**src/rtl/snn_reward_core.sv**
```systemverilog
// snn_reward_core: two-layer spiking core with reward-modulated
// weight learning (IDLE -> ACCUM -> FIRE -> optional LEARN).
//
// Ports:
//   clk, rst          clock, synchronous active-high reset
//   in_valid/in_ready sample handshake, in_data = N_IN x DW activations
//   learn_en          sampled in FIRE, selects LEARN afterwards
//   reward_valid/pos  reward strobe (pos=1 reward, pos=0 punish)
//   out_valid         one-cycle strobe for out_spikes / out_sum
//   w_addr/w_data     combinational weight read-back (i*N_OUT+j)
module snn_reward_core #(
    parameter  int N_IN        = 2,
    parameter  int N_OUT       = 2,
    parameter  int DW          = 8,
    parameter  int WW          = 5,
    parameter  int THRESH_IN   = 1,
    parameter  int THRESH_OUT  = 1,
    parameter  int W_INIT      = 0,
    parameter  int RWD_TIMEOUT = 16,
    localparam int NW          = N_IN * N_OUT,
    localparam int AW          = (NW > 1) ? $clog2(NW) : 1
) (
    input  logic                  clk,
    input  logic                  rst,
    input  logic                  in_valid,
    output logic                  in_ready,
    input  logic [N_IN*DW-1:0]    in_data,
    input  logic                  learn_en,
    input  logic                  reward_valid,
    input  logic                  reward_pos,
    output logic                  out_valid,
    output logic [N_OUT-1:0]      out_spikes,
    output logic [N_OUT*DW-1:0]   out_sum,
    input  logic [AW-1:0]         w_addr,
    output logic [WW-1:0]         w_data
);

    localparam int IW = (N_IN > 1) ? $clog2(N_IN) : 1;
    localparam int CW = $clog2(RWD_TIMEOUT + 1);

    localparam logic [1:0] S_IDLE  = 2'd0;
    localparam logic [1:0] S_ACCUM = 2'd1;
    localparam logic [1:0] S_FIRE  = 2'd2;
    localparam logic [1:0] S_LEARN = 2'd3;

    localparam logic [DW-1:0] TIN  = DW'(THRESH_IN);
    localparam logic [DW-1:0] TOUT = DW'(THRESH_OUT);

    localparam logic signed [WW-1:0] WMAX = {1'b0, {(WW-1){1'b1}}};
    localparam logic signed [WW-1:0] WMIN = {1'b1, {(WW-1){1'b0}}};

    logic [1:0]              r_state;
    logic [N_IN*DW-1:0]      r_x;
    logic [N_IN-1:0]         r_pre;
    logic [DW-1:0]           r_acc [N_OUT];
    logic [IW-1:0]           r_idx;
    logic [CW-1:0]           r_cnt;
    logic [N_OUT-1:0]        r_post;
    logic [N_OUT*DW-1:0]     r_sum;
    logic                    r_ov;
    logic signed [WW-1:0]    r_w [NW];

    logic [N_IN-1:0]         w_pre_in;
    logic [DW-1:0]           w_acc_nxt [N_OUT];
    logic [N_OUT-1:0]        w_post;
    logic [N_OUT*DW-1:0]     w_sum;
    logic signed [WW-1:0]    w_w_upd [NW];

    function automatic logic [DW-1:0] f_sat_add(
        input logic [DW-1:0] a,
        input logic [DW-1:0] b
    );
        logic [DW:0] s;
        s = {1'b0, a} + {1'b0, b};
        return s[DW] ? '1 : s[DW-1:0];
    endfunction

    // Positive weights scale up (saturating when any bit falls off),
    // negative weights scale down; huge magnitudes collapse to sat/0.
    function automatic logic [DW-1:0] f_shift(
        input logic [DW-1:0]        x,
        input logic signed [WW-1:0] w
    );
        int              wi;
        logic [2*DW-1:0] wide;
        logic [DW-1:0]   res;
        wi   = int'(w);
        wide = '0;
        res  = '0;
        if (wi >= 0) begin
            if (wi >= DW) begin
                res = (x != '0) ? '1 : '0;
            end else begin
                wide = {{DW{1'b0}}, x} << wi;
                res  = (wide[2*DW-1:DW] != '0) ? '1 : wide[DW-1:0];
            end
        end else if (-wi >= DW) begin
            res = '0;
        end else begin
            res = x >> (-wi);
        end
        return res;
    endfunction

    function automatic logic signed [WW-1:0] f_inc(
        input logic signed [WW-1:0] w
    );
        return (w == WMAX) ? WMAX : w + WW'(1);
    endfunction

    function automatic logic signed [WW-1:0] f_dec(
        input logic signed [WW-1:0] w
    );
        return (w == WMIN) ? WMIN : w - WW'(1);
    endfunction

    always_comb begin
        for (int i = 0; i < N_IN; i++) begin
            w_pre_in[i] = in_data[i*DW +: DW] > TIN;
        end
    end

    // Only the channel selected by r_idx contributes this cycle.
    always_comb begin
        for (int j = 0; j < N_OUT; j++) begin
            w_acc_nxt[j] = r_acc[j];
        end
        for (int i = 0; i < N_IN; i++) begin
            if ((IW'(i) == r_idx) && r_pre[i]) begin
                for (int j = 0; j < N_OUT; j++) begin
                    w_acc_nxt[j] = f_sat_add(
                        r_acc[j],
                        f_shift(r_x[i*DW +: DW], r_w[i*N_OUT+j]));
                end
            end
        end
    end

    always_comb begin
        w_sum = '0;
        for (int j = 0; j < N_OUT; j++) begin
            w_post[j] = r_acc[j] > TOUT;
            if (w_post[j]) begin
                w_sum[j*DW +: DW] = r_acc[j];
            end
        end
    end

    always_comb begin
        for (int i = 0; i < N_IN; i++) begin
            for (int j = 0; j < N_OUT; j++) begin
                w_w_upd[i*N_OUT+j] = r_w[i*N_OUT+j];
                if (r_post[j]) begin
                    if (reward_pos) begin
                        w_w_upd[i*N_OUT+j] = r_pre[i]
                            ? f_inc(r_w[i*N_OUT+j])
                            : f_dec(r_w[i*N_OUT+j]);
                    end else if (r_pre[i]) begin
                        w_w_upd[i*N_OUT+j] = f_dec(r_w[i*N_OUT+j]);
                    end
                end
            end
        end
    end

    always_comb begin
        w_data = '0;
        for (int k = 0; k < NW; k++) begin
            if (AW'(k) == w_addr) begin
                w_data = r_w[k];
            end
        end
    end

    always_ff @(posedge clk) begin
        if (rst) begin
            r_state <= S_IDLE;
            r_x     <= '0;
            r_pre   <= '0;
            r_idx   <= '0;
            r_cnt   <= '0;
            r_post  <= '0;
            r_sum   <= '0;
            r_ov    <= 1'b0;
            for (int j = 0; j < N_OUT; j++) begin
                r_acc[j] <= '0;
            end
            for (int k = 0; k < NW; k++) begin
                r_w[k] <= WW'(W_INIT);
            end
        end else begin
            r_ov <= 1'b0;
            case (r_state)
                S_IDLE: begin
                    if (in_valid) begin
                        r_x     <= in_data;
                        r_pre   <= w_pre_in;
                        r_idx   <= '0;
                        r_state <= S_ACCUM;
                        for (int j = 0; j < N_OUT; j++) begin
                            r_acc[j] <= '0;
                        end
                    end
                end
                S_ACCUM: begin
                    for (int j = 0; j < N_OUT; j++) begin
                        r_acc[j] <= w_acc_nxt[j];
                    end
                    if (r_idx == IW'(N_IN - 1)) begin
                        r_state <= S_FIRE;
                    end else begin
                        r_idx <= r_idx + IW'(1);
                    end
                end
                S_FIRE: begin
                    r_post  <= w_post;
                    r_sum   <= w_sum;
                    r_ov    <= 1'b1;
                    r_cnt   <= '0;
                    r_state <= learn_en ? S_LEARN : S_IDLE;
                end
                S_LEARN: begin
                    // Reward wins over expiry in the final wait cycle.
                    if (reward_valid) begin
                        for (int k = 0; k < NW; k++) begin
                            r_w[k] <= w_w_upd[k];
                        end
                        r_cnt   <= '0;
                        r_state <= S_IDLE;
                    end else if (r_cnt == CW'(RWD_TIMEOUT - 1)) begin
                        r_cnt   <= '0;
                        r_state <= S_IDLE;
                    end else begin
                        r_cnt <= r_cnt + CW'(1);
                    end
                end
                default: r_state <= S_IDLE;
            endcase
        end
    end

    assign in_ready   = (r_state == S_IDLE);
    assign out_valid  = r_ov;
    assign out_spikes = r_post;
    assign out_sum    = r_sum;

endmodule

```
**config.mk**
```make
export PLATFORM = sky130hd
export DESIGN_NAME = snn_reward_core
export DESIGN_NICKNAME = d
export VERILOG_FILES = /design/src/rtl/snn_reward_core.sv
export SDC_FILE = /design/constraint.sdc
export NUM_CORES = 1
export LEC_CHECK = 0
export CAP_MARGIN = 20
export CELL_PAD_IN_SITES_DETAIL_PLACEMENT = 0
export CELL_PAD_IN_SITES_GLOBAL_PLACEMENT = 2
export CORE_ASPECT_RATIO = 1.4
export CORE_UTILIZATION = 37
export CTS_BUF_LIST = sky130_fd_sc_hd__clkbuf_8
export DETAILED_ROUTE_END_ITERATION = 10
export PLACE_DENSITY_LB_ADDON = 0.2
export REMOVE_ABC_BUFFERS = 1
export SLEW_MARGIN = 20
export SYNTH_ARGS = -nofsm -noshare
export SYNTH_HDL_FRONTEND = slang
export SYNTH_SLANG_ARGS = --single-unit
```
**constraint.sdc**
```tcl
create_clock -name clk -period 8.55 [get_ports clk]
set_clock_uncertainty 0.2 [all_clocks]
set_input_delay 1.71 -clock clk [delete_from_list [all_inputs] [get_ports clk]]
set_output_delay 1.71 -clock clk [all_outputs]
set_load 0.05 [all_outputs]
```
Yosys cells after proc, flatten, opt, wreduce, memory -nomap -nowiden
Memories as Yosys holds them, arrays and structs flattened.
Cells that the tools add are included.
Widths: inputs -> output; s select.
{"block": "word_totals", "ff_bits": 45, "ram_bits": 36, "output_inout_bits": 25, "input_bits": 24, "elab_cells": 186, "mem_count": 2}
{"block": "op_classes", "add_sub_neg": 18, "shift": 8, "n_lt_le_gt_ge": 16, "bitwise": 9, "n_eq_ne": 18, "n_reduce_logical": 15, "n_mux": 92}
{"name": "r_w", "depth": 4, "width": 5, "read_ports": 4, "rd_ports_with_merged_regs": 0, "wr": 4, "line_no": "61", "source": "logic signed [WW-1:0] r_w [NW];"}
{"name": "r_acc", "depth": 2, "width": 8, "read_ports": 2, "rd_ports_with_merged_regs": 0, "wr": 2, "line_no": "55", "source": "logic [DW-1:0] r_acc [N_OUT];"}
{"op": "$mux 8", "count": 32}
{"op": "$mux 5", "count": 34}
{"op": "$ge 32x5->1 const B", "count": 4}
{"op": "$neg 5->32", "count": 4}
{"op": "$shl 8x32->16", "count": 4}
{"op": "$shr 8x32->8", "count": 4}
{"op": "$reduce_bool 8->1", "count": 6}
{"op": "$eq 5x5->1 const B", "count": 8}
{"op": "$add 8x8->9", "count": 4}
{"op": "$gt 8x1->1 const B", "count": 4}
{"op": "$mux 16", "count": 2}
{"op": "$add 5x2->5 const B", "count": 4}
{"op": "$ge 5x1->1 const B", "count": 4}
{"op": "$ge 5x5->1 const B", "count": 4}
{"op": "$sub 5x2->5 const B", "count": 4}
{"op": "$mux 1", "count": 16}
{"op": "$mux 2", "count": 5}
{"op": "$pmux 5 s2", "count": 1}
{"op": "$or 1x1->1", "count": 8}
{"op": "$pmux 2 s4", "count": 1}
{"op": "$add 5x1->5 const B", "count": 1}
{"op": "$eq 5x4->1 const B", "count": 1}
{"op": "$eq 2x2->1 const A", "count": 2}
{"op": "$eq 2x2->1 const B", "count": 2}
{"op": "12 further kinds", "count": 17}

Longest topological paths before layout
{"block": "depth", "ltp_word": 11, "mapped_depth": 20, "depth_no_buf": 18}

Worst setup path after synthesis
Ideal clock, no wire load.
{"block": "synth_path", "path_type": "input to output", "from": "input port w_addr[1]", "to": "output port w_data[1]", "setup_slack_ns": 3.967, "arrival_time_ns": 2.673, "path_stages": 2, "path_buffers": 1, "required_time_ns": 6.640, "path_cell_list": "clkbuf_1 > mux4_2"}
{"block": "synth_via", "elab_chain_cells": 5, "word_cells_on_any_way": 8, "classes_between": "3 x eq/ne; 4 x mux; 1 x reduce/logical"}
{"element": "start: declaration", "line_no": "34", "source": "input logic [AW-1:0] w_addr,"}
{"element": "$logic_not 2->1", "line_no": "169", "source": "if (AW'(k) == w_addr) begin"}
{"element": "$mux 5 (3 in a row)", "line_no": "169"}
{"element": "$mux 5 *", "line_no": "169"}
{"element": "end: declaration", "line_no": "35", "source": "output logic [WW-1:0] w_data"}
Every way passes the cells marked *; elsewhere a longest branch is shown, timed or not.

Worst setup path in the final report
Same ends and word-level chain as after synthesis.

==> results by group <==
Clock network
  • CTS root buf: clkbuf_8
  • CTS H-tree lvls: 3
  • Postcts setup bufs: 0
  • CTS tree: yes
  • Clk slew on worst S/H paths: 80 ps
  • TritonCTS Buffers: 9
  • Clock latency on the worst-skew pair: 380 ps
  • PostCTS Resize Cnt: 0
  • # hold bufs at CTS: 0
  • Worst-case clock buffer depth: 2
  • CTS sink count: 81

Floorplanning
  • DIE WIDTH: 132 um
  • CORE AREA: 23200 sq um
  • Die footprint: 24200 sq um
  • IO Count: 49
  • Die Ht: 184 um
  • Starting Density: 37.5%
  • Core Rows: 66

Cells and area
  • Most frequent cells in the layout: nand2_1, a21oi_1, nor2_1
  • Most common cell after layout, fill and taps aside: nand2_1
  • Final nets: 1191
  • Ant. Diodes: 0
  • P&R area growth vs syn: 8.44%
  • Share of cells above drive strength 1: 6.87%

Worst hold path
  • Hold depth: 2
  • Worst Hold Class: flip-flop to flip-flop
  • HP Start: r_cnt[4]
  • Hold EP: r_cnt[4]

Routing
  • Drt initial violations: 511
  • Post-DRT Antenna Nets: 0
  • Post-route DRC: 0
  • Routed WL: 28000 um
  • DRT Pass-1 Iters: 4
  • Wire length per cell: 20.1 um
  • Vias: 8290
  • Vias/cell: 5.93

Global routing
  • Total GRT Usage: 23.6%
  • Vias in the first global route: 8065
  • First-pass GRT wire length: 44500 um
  • Initial antenna violation count: 0
  • Remaining Overflow, GRT: 0
  • Largest net degree at the start of global routing: 55

Run
  • Max_cap viols: 0

Setup path
  • Setup CP Type: input port to output pin
  • R2r startpoint: r_w[3][1]
  • Req. time, crit path: 6640 ps
  • FF-to-FF End: r_acc[0][13]
  • Worst EP arrival: 3620 ps
  • Critical Path Sink Type: output pin
  • R2r setup slk: 3440 ps
  • CP Launch Type: input port
  • Worst-path fanout max: 5
  • Worst r2r path cells: 10

Placement
  • IO Port Bufs: 48
  • DP Worst Slack: 3000 ps
  • Final HPWL DP: 21100 um
  • Global placer's final weighted congestion: 0.857

Synthesis
  • Top FF cell, synth: dfxtp_1
  • Synth unique cells: 85
  • EDFF count, synth: 36
  • Syn Area/Cell: 7.90 sq um
  • Synthesized instance count: 1103
  • Cell area after synthesis: 8710 sq um
  • Flops & latches, synth: 81
  • Async SR Flop Fraction: 0%
  • Syn. warnings: 0
  • Sequential-to-total area share from yosys stat: 22.7%

Power
  • Pwr Density: 143 nW/um^2
  • Clock power share: 19.4%
  • Lkg Pwr: 3.57 nW
  • Pint: 786 uW
  • Maximum VDD drop: 0.0759 mV
  • Switching power: 568 uW
  • Flop pwr share: 38.5%
  • Sw Ratio: 41.9%
  • Gate power share: 42.1%

STA
  • Min Tclk post-route: 5530 ps
  • Final slew viol count: 0
  • Least-Margin Pin Slew: 971 ps
  • Final Setup Violations: 0
  • Fin Setup TNS: 0 ps
  • Final Hold Violating Endpoints: 0
  • Final WS setup: 3020 ps
  • Max_slew headroom: 34.8%
  • Final period util: 64.7%
  • RSZ-0062 raised after global routing: false
  • Max Freq: 181 MHz

Status
  • Status: finished, final reports clean
==> synth_stat cells, types with 20 or more instances <==
cell type | instances | area [sq um]
inv_1 | 33 | 124
o211ai_1 | 26 | 195
edfxtp_1 | 36 | 1080
nor3_1 | 31 | 155
nand2_1 | 145 | 544
nor2_1 | 86 | 323
mux2i_1 | 33 | 330
nand2b_1 | 20 | 125
a21oi_1 | 97 | 485
clkbuf_1 | 60 | 225
dfxtp_1 | 45 | 901
o21ai_0 | 49 | 245
a211oi_1 | 24 | 180
nand3_1 | 34 | 170
ha_1 | 76 | 951
==> metrics by stage <==
step | utilization (%) | hold slack [ps] | area, sq um | cells | power [mW]
after floorplan | - | 223 | 8350 | 1018 | 0.914
after CTS | 40.7 | 257 | 9450 | 1397 | 1.37
after detailed placement | 40.0 | 243 | 9290 | 1382 | 1.10
after global routing | 40.7 | 273 | 9450 | 1397 | 1.45
after global placement | 40.0 | 234 | 9290 | 1382 | 1.10
final | 40.7 | 251 | 9450 | 1397 | 1.35
==> cell families after synthesis <==
family	count (synthesis)	share of synthesized area (%)
flops	81	22.7
compound gates	326	25.2
fa+ha+maj	80	11.8
xor+xnor	27	2.80
simple gates	405	22.3
mux	61	9.35
buf+inv	123	5.83
==> worst max path at each step <==
stage                          from      endpoint  slack (ps)  depth (start not counted)
after floorplan           r_w[1][0]  r_acc[0][14]        3950                         12
after global placement    w_addr[1]     w_data[1]        3060                          3
after detailed placement  w_addr[1]     w_data[1]        3000                          3
after CTS                 w_addr[1]     w_data[1]        3000                          3
after global routing      w_addr[1]     w_data[1]        2960                          3
final                     w_addr[1]     w_data[1]        3020                          3
==> cell type report <==
| class | instances | area [sq um] |
|---|---|---|
| fill | 2461 | 13800 |
| multi-input combinational | 899 | 6230 |
| sequential | 81 | 1980 |
| timing repair buffer | 58 | 551 |
| tap | 306 | 383 |
| inverter | 38 | 143 |
| clock buffer | 10 | 138 |
| clock inverter | 5 | 25.0 |
==> critical path, stage by stage <==
cell             delay (ps)
clkdlybuf4s50_1         640
mux4_2                  550
clkdlybuf4s50_1         720
==> layer usage <==
metal / GRT usage, % / vias to the layer above / part of all wire (%)
met5: 0 / - / 0
li1: - / 4075 / -
met3: 2.67 / 38 / 3.2
met1: 28.3 / 4001 / 44
met4: 8.19 / 0 / 2.2
met2: 43.2 / 176 / 51
==> power by group through the flow <==
stage | Combinational, mW | Sequential, mW | Clock (mW)
4_1_cts | 0.573 | 0.520 | 0.275
6_report | 0.570 | 0.521 | 0.263
2_1_floorplan | 0.400 | 0.514 | 0
3_3_place_gp | 0.568 | 0.530 | 0
3_5_place_dp | 0.570 | 0.529 | 0
5_1_grt | 0.638 | 0.527 | 0.286
==> flip-flops by register name, indices dropped and copies added (netlist names) <==
register,count
out_valid,1
out_spikes,2
r_w,20
r_acc,16
r_x,16
r_cnt,5
out_sum,16
r_idx,1
r_pre,2
r_state,2
No activity file was read; power rests on OpenSTA's default activity.
